<file path="src/rtl/carrier_wipeoff_pkg.sv">
// rtl/carrier_wipeoff_pkg.sv - sample decode, sin/cos table generation and config field layout
package carrier_wipeoff_pkg;

  // config field offsets are relative to PHASE_W (the increment occupies [PHASE_W-1:0])
  localparam int CFG_CH_OFS  = 0;
  localparam int CFG_CH_W    = 7;
  localparam int CFG_RST_OFS = 7;

  function automatic logic signed [2:0] decode_sample(input logic [1:0] d);
    case (d)
      2'b00:   decode_sample = 3'b001;
      2'b01:   decode_sample = 3'b011;
      2'b10:   decode_sample = 3'b111;
      default: decode_sample = 3'b101;
    endcase
  endfunction

  // elaboration-time table entry: round((2^(amp_w-1)-1) * cos/sin(2*pi*k/2^lut_aw))
  function automatic int trig_entry(input int k, input int lut_aw, input int amp_w,
                                    input bit want_sin);
    real ang;
    real v;
    ang = 2.0 * 3.14159265358979323846 * real'(k) / real'(1 << lut_aw);
    v = real'((1 << (amp_w - 1)) - 1) * (want_sin ? $sin(ang) : $cos(ang));
    trig_entry = (v >= 0.0) ? $rtoi(v + 0.5) : -$rtoi(0.5 - v);
  endfunction

endpackage

</file>
<file path="src/rtl/carrier_wipeoff_nco_channel.sv">
// rtl/carrier_wipeoff_nco_channel.sv - one carrier: phase accumulator, wrap counter, lookup, mix
module nco_channel
  import carrier_wipeoff_pkg::*;
#(
  parameter  int PHASE_W = 32,
  parameter  int LUT_AW  = 6,
  parameter  int AMP_W   = 8,
  localparam int OUT_W   = AMP_W + 2
) (
  input  logic                     i_aclk,
  input  logic                     i_aresetn,
  input  logic                     i_sample_vld,
  input  logic                     i_v1,
  input  logic                     i_v2,
  input  logic signed [2:0]        i_s2,
  input  logic                     i_cfg_we,
  input  logic                     i_cfg_rst,
  input  logic [PHASE_W-1:0]       i_cfg_inc,
  output logic signed [OUT_W-1:0]  o_i,
  output logic signed [OUT_W-1:0]  o_q,
  output logic [15:0]              o_cycles
);

  localparam int DEPTH = 1 << LUT_AW;

  logic [PHASE_W-1:0]       r_acc;
  logic [PHASE_W-1:0]       r_inc;
  logic [15:0]              r_cycles;
  logic [LUT_AW-1:0]        r_k1;
  logic signed [AMP_W-1:0]  r_cos2;
  logic signed [AMP_W-1:0]  r_sin2;
  logic signed [OUT_W-1:0]  r_i;
  logic signed [OUT_W-1:0]  r_q;
  logic [PHASE_W:0]         w_sum;
  logic signed [AMP_W-1:0]  w_cos_tab [DEPTH];
  logic signed [AMP_W-1:0]  w_sin_tab [DEPTH];
  logic signed [OUT_W-1:0]  w_s_ext;
  logic signed [OUT_W-1:0]  w_cos_ext;
  logic signed [OUT_W-1:0]  w_sin_ext;
  logic signed [OUT_W-1:0]  w_prod_i;
  logic signed [OUT_W-1:0]  w_prod_q;

  for (genvar g = 0; g < DEPTH; g++) begin : g_tab
    localparam int COS_V = trig_entry(g, LUT_AW, AMP_W, 1'b0);
    localparam int SIN_V = trig_entry(g, LUT_AW, AMP_W, 1'b1);
    assign w_cos_tab[g] = AMP_W'(COS_V);
    assign w_sin_tab[g] = AMP_W'(SIN_V);
  end

  assign w_sum     = {1'b0, r_acc} + {1'b0, r_inc};
  assign w_s_ext   = {{(OUT_W-3){i_s2[2]}}, i_s2};
  assign w_cos_ext = {{2{r_cos2[AMP_W-1]}}, r_cos2};
  assign w_sin_ext = {{2{r_sin2[AMP_W-1]}}, r_sin2};
  assign w_prod_i  = w_s_ext * w_cos_ext;
  assign w_prod_q  = w_s_ext * w_sin_ext;

  always_ff @(posedge i_aclk) begin
    if (!i_aresetn) begin
      r_acc    <= '0;
      r_inc    <= '0;
      r_cycles <= '0;
      r_k1     <= '0;
      r_cos2   <= '0;
      r_sin2   <= '0;
      r_i      <= '0;
      r_q      <= '0;
    end else begin
      if (i_sample_vld) begin
        r_k1  <= r_acc[PHASE_W-1 -: LUT_AW];
        r_acc <= w_sum[PHASE_W-1:0];
        if (w_sum[PHASE_W]) r_cycles <= r_cycles + 16'd1;
      end
      // the sample above already captured the old phase; a phase reset wins over its accumulate
      if (i_cfg_we) begin
        r_inc <= i_cfg_inc;
        if (i_cfg_rst) begin
          r_acc    <= '0;
          r_cycles <= '0;
        end
      end
      if (i_v1) begin
        r_cos2 <= w_cos_tab[r_k1];
        r_sin2 <= w_sin_tab[r_k1];
      end
      if (i_v2) begin
        r_i <= w_prod_i;
        r_q <= -w_prod_q;
      end
    end
  end

  assign o_i      = r_i;
  assign o_q      = r_q;
  assign o_cycles = r_cycles;

endmodule

</file>
<file path="src/rtl/carrier_wipeoff_nco.sv">
// rtl/carrier_wipeoff_nco.sv - multi-channel GNSS carrier wipeoff with per-channel NCO
module carrier_wipeoff_nco
  import carrier_wipeoff_pkg::*;
#(
  parameter  int NUM_CH  = 4,
  parameter  int PHASE_W = 32,
  parameter  int LUT_AW  = 6,
  parameter  int AMP_W   = 8,
  localparam int OUT_W   = AMP_W + 2
) (
  input  logic                      aclk,
  input  logic                      aresetn,
  input  logic [1:0]                data_in,
  input  logic                      data_in_valid,
  input  logic [PHASE_W+7:0]        s_axis_config_tdata,
  input  logic                      s_axis_config_tvalid,
  output logic                      s_axis_config_tready,
  output logic [NUM_CH*OUT_W-1:0]   m_i,
  output logic [NUM_CH*OUT_W-1:0]   m_q,
  output logic                      m_valid,
  output logic [NUM_CH*16-1:0]      m_cycles
);

  logic                 w_cfg_fire;
  logic [CFG_CH_W-1:0]  w_cfg_ch;
  logic                 w_cfg_rst;
  logic [PHASE_W-1:0]   w_cfg_inc;
  logic [NUM_CH-1:0]    w_cfg_hit;
  logic signed [2:0]    r_s1;
  logic signed [2:0]    r_s2;
  logic                 r_v1;
  logic                 r_v2;
  logic                 r_v3;

  assign s_axis_config_tready = aresetn;
  assign w_cfg_fire = s_axis_config_tvalid & s_axis_config_tready;
  assign w_cfg_inc  = s_axis_config_tdata[PHASE_W-1:0];
  assign w_cfg_ch   = s_axis_config_tdata[PHASE_W+CFG_CH_OFS +: CFG_CH_W];
  assign w_cfg_rst  = s_axis_config_tdata[PHASE_W+CFG_RST_OFS];

  // sample and valid pipeline shared by all channels
  always_ff @(posedge aclk) begin
    if (!aresetn) begin
      r_s1 <= '0;
      r_s2 <= '0;
      r_v1 <= 1'b0;
      r_v2 <= 1'b0;
      r_v3 <= 1'b0;
    end else begin
      r_v1 <= data_in_valid;
      r_v2 <= r_v1;
      r_v3 <= r_v2;
      if (data_in_valid) r_s1 <= decode_sample(data_in);
      if (r_v1) r_s2 <= r_s1;
    end
  end

  assign m_valid = r_v3;

  // an out-of-range index matches no channel and is dropped
  for (genvar c = 0; c < NUM_CH; c++) begin : g_ch
    assign w_cfg_hit[c] = w_cfg_fire && (w_cfg_ch == CFG_CH_W'(c));

    nco_channel #(
      .PHASE_W (PHASE_W),
      .LUT_AW  (LUT_AW),
      .AMP_W   (AMP_W)
    ) u_nco_channel (
      .i_aclk       (aclk),
      .i_aresetn    (aresetn),
      .i_sample_vld (data_in_valid),
      .i_v1         (r_v1),
      .i_v2         (r_v2),
      .i_s2         (r_s2),
      .i_cfg_we     (w_cfg_hit[c]),
      .i_cfg_rst    (w_cfg_rst),
      .i_cfg_inc    (w_cfg_inc),
      .o_i          (m_i[c*OUT_W +: OUT_W]),
      .o_q          (m_q[c*OUT_W +: OUT_W]),
      .o_cycles     (m_cycles[c*16 +: 16])
    );
  end

endmodule

</file>
<file path="config.mk">
export PLATFORM = sky130hd
export DESIGN_NAME = carrier_wipeoff_nco
export DESIGN_NICKNAME = d
export VERILOG_FILES = /design/src/rtl/carrier_wipeoff_pkg.sv /design/src/rtl/carrier_wipeoff_nco_channel.sv /design/src/rtl/carrier_wipeoff_nco.sv
export SDC_FILE = /design/constraint.sdc
export NUM_CORES = 2
export LEC_CHECK = 0
export ABC_CLOCK_PERIOD_IN_PS = 11200
export CAP_MARGIN = 10
export CORE_MARGIN = 1.5
export CORE_UTILIZATION = 55
export CTS_CLUSTER_SIZE = 12
export DETAILED_ROUTE_END_ITERATION = 12
export GPL_TIMING_DRIVEN = 0
export PLACE_DENSITY = 0.72
export SKIP_LAST_GASP = 1
export SLEW_MARGIN = 20
export SYNTH_ARGS = -nofsm -noshare
export SYNTH_HDL_FRONTEND = slang
export SYNTH_HIERARCHICAL = 1
export SYNTH_SLANG_ARGS = --single-unit
</file>
<file path="constraint.sdc">
create_clock -name aclk -period 11.2 [get_ports aclk]
set_input_delay 1.68 -clock aclk [delete_from_list [all_inputs] [get_ports aclk]]
set_output_delay 1.68 -clock aclk [all_outputs]
set_load 0.02 [all_outputs]
</file>
# Yosys cells after proc, flatten, opt, wreduce, memory -nomap -nowiden
# Memory sizes are Yosys's and may differ from the RTL's. A register that Yosys moved wholly into a read port is not among the register bits.
# Cells that the tools add are included.
# totals
n_memories,8
out_inout_bits,146
mem_bits_ro,4096
register_bits,433
inputBits,46
# classes
n_eq_ne,5
bitwise,5
n_reduce_logical,14
n_addsub,12
muxes,29
mul,8
# mem_list
memory,depth,word_bits,rd,rd_ports_with_merged_regs,write_ports,line_no,text
(name not given),64,8,1,1,0,carrier_wipeoff_nco_channel.sv:83,r_sin2 <= w_sin_tab[r_k1];
(name not given),64,8,1,1,0,carrier_wipeoff_nco_channel.sv:83,
(name not given),64,8,1,1,0,carrier_wipeoff_nco_channel.sv:82,r_cos2 <= w_cos_tab[r_k1];
(name not given),64,8,1,1,0,carrier_wipeoff_nco_channel.sv:83,
(name not given),64,8,1,1,0,carrier_wipeoff_nco_channel.sv:82,
(name not given),64,8,1,1,0,carrier_wipeoff_nco_channel.sv:83,
2 more memories,--,--,--,--,--,--,
# op_table
op,n
32-bit 2-to-1 mux,12
16-bit 2-to-1 mux,16
32-bit by 32-bit adder with 33-bit output,4
3-bit by 8-bit multiplier with 10-bit output,8
"16-bit by 1-bit adder with 16-bit output, second input constant",4
10-bit negator,4
6-bit NOT with 7-bit output,4
"7-bit by 2-bit equality test with 1-bit output, second input constant",2
3-bit one-hot mux with 3 select lines,1
1-bit logical NOT,8
"7-bit by 1-bit equality test with 1-bit output, second input constant",1
7-bit logical NOT,1
1-bit logical AND,4
"2-bit by 1-bit equality test with 1-bit output, second input constant",1
"2-bit equality test, second input constant",1
2-bit logical NOT,1
1-bit bitwise AND,1

# Depth between registers and ports, before layout
# depth
depth_word,5
ltp_mapped,17
depth_no_buf,15

# Hierarchy
# Netlist, hierarchy kept.
# by_module_without_submodules
mod,instances,area_per_inst_um2,seq_area_each_um2,cells_each
nco_channel (g_ch[1].u_nco_channel),1,8789.7,2442.3,1060
nco_channel (g_ch[3].u_nco_channel),1,8717.1,2442.3,1005
nco_channel (g_ch[0].u_nco_channel),1,8610.8,2442.3,1028
nco_channel (g_ch[2].u_nco_channel),1,8569.5,2442.3,986
carrier_wipeoff_nco,1,377.9,180.2,37

# Worst setup path before layout
# No wires, ideal clock.
# synth_path
path_kind,register -> register
startpoint,register r_s2[2]
endpoint,register g_ch[0].u_nco_channel.r_q[9]
path_buffers,1
setup_slack_ns,7.175
arrival_ns,3.940
synth_period_minus_slack_ns,4.025
stages_incl_launch_ff,15
cell_sequence,dfxtp_1 clkbuf_1 nor2b_1 ha_1 inv_1 fa_1 ha_1 ha_1 a21o_1 a21oi_1 o21bai_1 a2111oi_0 nor3_1 xnor2_1 a211oi_1
# synth_between
elab_chain_cells,2
# synth_rtl
element,line_no,text
from (decl),carrier_wipeoff_nco.sv:30,logic signed [2:0] r_s2;
from (signal assigned),carrier_wipeoff_nco.sv:54,if (r_v1) r_s2 <= r_s1;
3-bit by 8-bit multiplier with 10-bit output,carrier_wipeoff_nco_channel.sv:55,assign w_prod_q = w_s_ext * w_sin_ext;
10-bit negator,carrier_wipeoff_nco_channel.sv:87,r_q <= -w_prod_q;
to (signal assigned),carrier_wipeoff_nco_channel.sv:87,
to (decl),carrier_wipeoff_nco_channel.sv:33,logic signed [OUT_W-1:0] r_q;
# Every way passes these cells.
# A chain may end at the register's enable or synchronous reset.

# Worst setup path after layout
# layout_path
startpoint,input aresetn
endpoint,register g_ch[3].u_nco_channel.r_acc[8]
# layout_between
elab_chain_cells,3
# layout_rtl
element,line_no,text
from (decl),carrier_wipeoff_nco.sv:12,"input logic aresetn,"
1-bit bitwise AND,carrier_wipeoff_nco.sv:36,assign w_cfg_fire = s_axis_config_tvalid & s_axis_config_tready;
1-bit logical AND,carrier_wipeoff_nco.sv:62,assign w_cfg_hit[c] = w_cfg_fire && (w_cfg_ch == CFG_CH_W'(c));
named net w_cfg_hit[3],carrier_wipeoff_nco.sv:28,logic [NUM_CH-1:0] w_cfg_hit;
32-bit 2-to-1 mux,carrier_wipeoff_nco_channel.sv:74,if (i_cfg_we) begin
to (signal assigned),carrier_wipeoff_nco_channel.sv:70,r_acc <= w_sum[PHASE_W-1:0];
to (decl),carrier_wipeoff_nco_channel.sv:26,logic [PHASE_W-1:0] r_acc;
# The timed path passes the listed nets, and every way through them passes these cells.

==> results by group <==
Run status
  – Status: finished clean

Worst setup path
  – CP Class: in2reg
  – Slowest-stage cell, CP: clkdlybuf4s50_1
  – Most frequent CP cell: clkbuf_1
  – Worst Path Required: 11.70 ns
  – Worst path cell trace: clkdlybuf4s50_1 -> clkbuf_1 -> nand4b_1 -> nor3_1 -> clkbuf_1 -> nand2_1 -> nand2_1 -> clkbuf_1 -> clkbuf_1 -> buf_1 -> nor2_1
  – Setup crit end kind: flop
  – Crit path DAT: 6.21 ns
  – CP Max Fanout: 16
  – CP max stage delay: 1.18 ns
  – Setup crit start kind: input port

Pwr
  – Max rail drop VDD: 129 uV
  – Static leakage: 0.0158 uW
  – Total power: 4120 uW
  – P per Cell Area: 103 nW/um2
  – Clk pwr share: 0.470
  – Logic gate share of total power: 0.088
  – Total net switching power: 1030 uW
  – Share of power burned in registers: 0.442
  – Switching fraction of total power: 0.250
  – Int Pwr: 3090 uW

Clock network
  – H-tree depth: 2
  – Max Root-Sink Buffers: 3
  – Worst skew pair latency: 0.63 ns
  – CTS tree: done
  – CTS-repair resized insts: 0
  – Root buf cell: clkbuf_16
  – Post-CTS setup buffer count: 0
  – Reg clk slew, reported paths: 0.06 ns
  – Clock sinks: 497
  – Post-CTS Hold Buffers: 0
  – TritonCTS buffer count: 57

Global routing
  – Gr usage total: 0.277
  – Largest net degree at the start of global routing: 34
  – Vias in the first global route: 28700
  – Initial antenna violation count: 1
  – Overflow after GRT: 0
  – Global-route wire length before repair: 150 mm

Die
  – Ports: 192
  – Die height: 255 um
  – Core area: 63100 um2
  – Die ar.: 65300 um2
  – Initial core utilization: 0.556
  – Row cnt: 92
  – Die W: 255 um

Yosys
  – Sequential share of the synthesized area: 0.284
  – Synth Instances: 4116
  – Ys Warns: 6
  – Syn Nets: 4532
  – Post-synthesis cell area: 35100 um2
  – Syn_area_per_cell: 8.52 um2
  – Async set-reset flop share out of synthesis: 0
  – Synth Flop Type: dfxtp_1
  – Register bit total from synthesis: 497
  – Distinct cell type count after synthesis: 108
  – Post-synth EDFFs: 0

Drt
  – Remaining antenna violation count: 0
  – Routed wire length: 93.3 mm
  – DR iter-0 viols: 2104
  – Avg Vias per Cell: 5.82
  – Detailed Routing Iterations Pass 1: 6
  – Via count: 30600
  – Post-DR wirelength/cell: 17.7 um
  – Residual DRC count: 0

Timing
  – Skew final: 0.0161 ns
  – Max-slew violations: 0
  – Min Tclk post-route: 5.71 ns
  – Period utilization: 0.510
  – Total negative slack: 0 ns
  – Final setup violation count: 0
  – Hold violation count in the final report: 0
  – Rel. slew slack: 0.268
  – Worst-margin pin slew: 1.09 ns
  – Max frequency: 175 MHz
  – Post-route worst setup slack: 5.49 ns
  – Unrepaired setup endpoints after global routing: no

Job
  – Max cap viols: 0

Layout
  – Share of layout cells above drive strength 1: 0.0542
  – Area grow syn2layout: 14.1%
  – NumNets Final: 4783
  – N_diodes: 0
  – Filler cell count: 5633

Place
  – Post-DP HPWL: 71.8 mm
  – Port bufs: 191
  – GPL Wtd Cong: 0.988
  – Pre-CTS setup slack: 4.91 ns

Worst hold path
  – Worst min path class: reg2reg
==> critical path: cells and delay by family <==
kind                   cells  cell delay, ns
buffers and inverters      6            3.69
and+or+nand+nor            5            0.79
==> path summary, 6_finish.rpt <==
check,startpoint,slack [ns],depth (start not counted),end
min reg2reg,r_s1[0]$_SDFFE_PN0P_,0.47,1,r_s1[0]$_SDFFE_PN0P_
min,r_s1[0]$_SDFFE_PN0P_,0.47,1,r_s1[0]$_SDFFE_PN0P_
max,aresetn,5.49,11,g_ch[3].u_nco_channel/r_acc[8]$_SDFF_PN0_
max reg2reg,r_s2[0]$_SDFFE_PN0P_,6.81,15,g_ch[2].u_nco_channel/o_i[9]$_SDFFE_PN0P_
==> power groups by stage <==
stage | registers [uW] | logic, uW | clock network (uW)
finish | 1820 | 363 | 1940
global route | 1820 | 396 | 2050
CTS | 1820 | 363 | 1980
detailed placement | 1860 | 361 | 0
global placement | 1860 | 355 | 0
floorplan | 1860 | 224 | 0
==> placed cells by master (no fill, tap or decap), types with 18 or more instances in the layout <==
cell type        count
clkbuf_1           168
and2_1              91
clkdlybuf4s50_1    191
dfxtp_1            495
mux4_2              38
buf_1               41
o21bai_1            33
or3_1               23
and3_1              37
nor2b_1            171
nand4_1             31
inv_1              193
o211a_1             24
fa_1                72
nand2_1            322
nor3_1              49
o31ai_1             19
a31oi_1             29
nand3_1            100
a21o_1              58
xnor2_1            124
buf_2               19
nand2b_1            78
o211ai_1            46
xor2_1              30
o21ai_1             19
mux2i_1            306
o21ai_0            175
a21boi_0            18
nor2_1             399
a211oi_1            63
ha_1               298
a21oi_1            313
clkbuf_16           57
==> final cells by class <==
type	instances	area (um2)	area share
Multi-Input combinational cell	3200	23500	0.587
Sequential cell	497	9950	0.249
Timing Repair Buffer	192	1940	0.0485
Clock buffer	79	1620	0.0405
Tap cell	846	1060	0.0265
Buffer	223	892	0.0223
Inverter	196	736	0.0184
Clock inverter	26	324	0.00810
==> metrics by stage <==
stage                     area [um2]  hold slack, ns  utilization  instances
after floorplan                35100           0.427            -       4116
after global placement         38000           0.439        0.603       5153
after detailed placement       38100           0.450        0.603       5154
after CTS                      40000           0.467        0.634       5259
after global routing           40000           0.474        0.634       5259
final                          40000           0.466        0.634       5259
==> synth_stat cells, types with 37 or more instances <==
library cell / number / area (um2)
dfxtp_1: 497 / 9950
nor2_1: 399 / 1500
nand2_1: 322 / 1210
a21oi_1: 313 / 1570
mux2i_1: 306 / 3060
ha_1: 298 / 3730
inv_1: 193 / 724
o21ai_0: 175 / 876
nor2b_1: 171 / 1070
clkbuf_1: 157 / 589
xnor2_1: 124 / 1090
nand3_1: 100 / 500
and2_1: 91 / 569
nand2b_1: 78 / 488
fa_1: 72 / 1440
a211oi_1: 63 / 473
a21o_1: 58 / 435
nor3_1: 49 / 245
o211ai_1: 46 / 345
buf_1: 41 / 154
mux4_2: 38 / 856
and3_1: 37 / 231
==> per-layer routing <==
layer  track usage  vias to the layer above  share of wire
li1              -                    15100              -
met1         0.389                    14400           0.47
met2         0.442                     1001           0.44
met3        0.0357                      144          0.063
met4        0.0869                        0          0.028
met5             0                        -              0
==> state kept, by name (all words and copies together) (netlist names), 3 cells and up <==
signal                       cells
r_s2                             3
r_s1                             3
g_ch.u_nco_channel/o_i          40
g_ch.u_nco_channel/r_cos2       32
g_ch.u_nco_channel/r_sin2       32
g_ch.u_nco_channel/r_inc       128
g_ch.u_nco_channel/r_k1         24
g_ch.u_nco_channel/o_cycles     64
g_ch.u_nco_channel/o_q          40
g_ch.u_nco_channel/r_acc       128
==> logic make-up (layout without fill, tap and decap cells) <==
kind of cell / Yosys count / after routing / synth area share
flip-flops: 497 / 497 / 0.284
buffers and inverters: 419 / 716 / 0.0464
XOR/XNOR: 154 / 154 / 0.0385
AO/OA/AOI/OAI: 952 / 952 / 0.178
adder cells (fa/ha/maj): 370 / 370 / 0.147
multiplexers: 350 / 350 / 0.114
AND/OR/NAND/NOR: 1374 / 1374 / 0.192
Power figures use the tool's default switching activity.
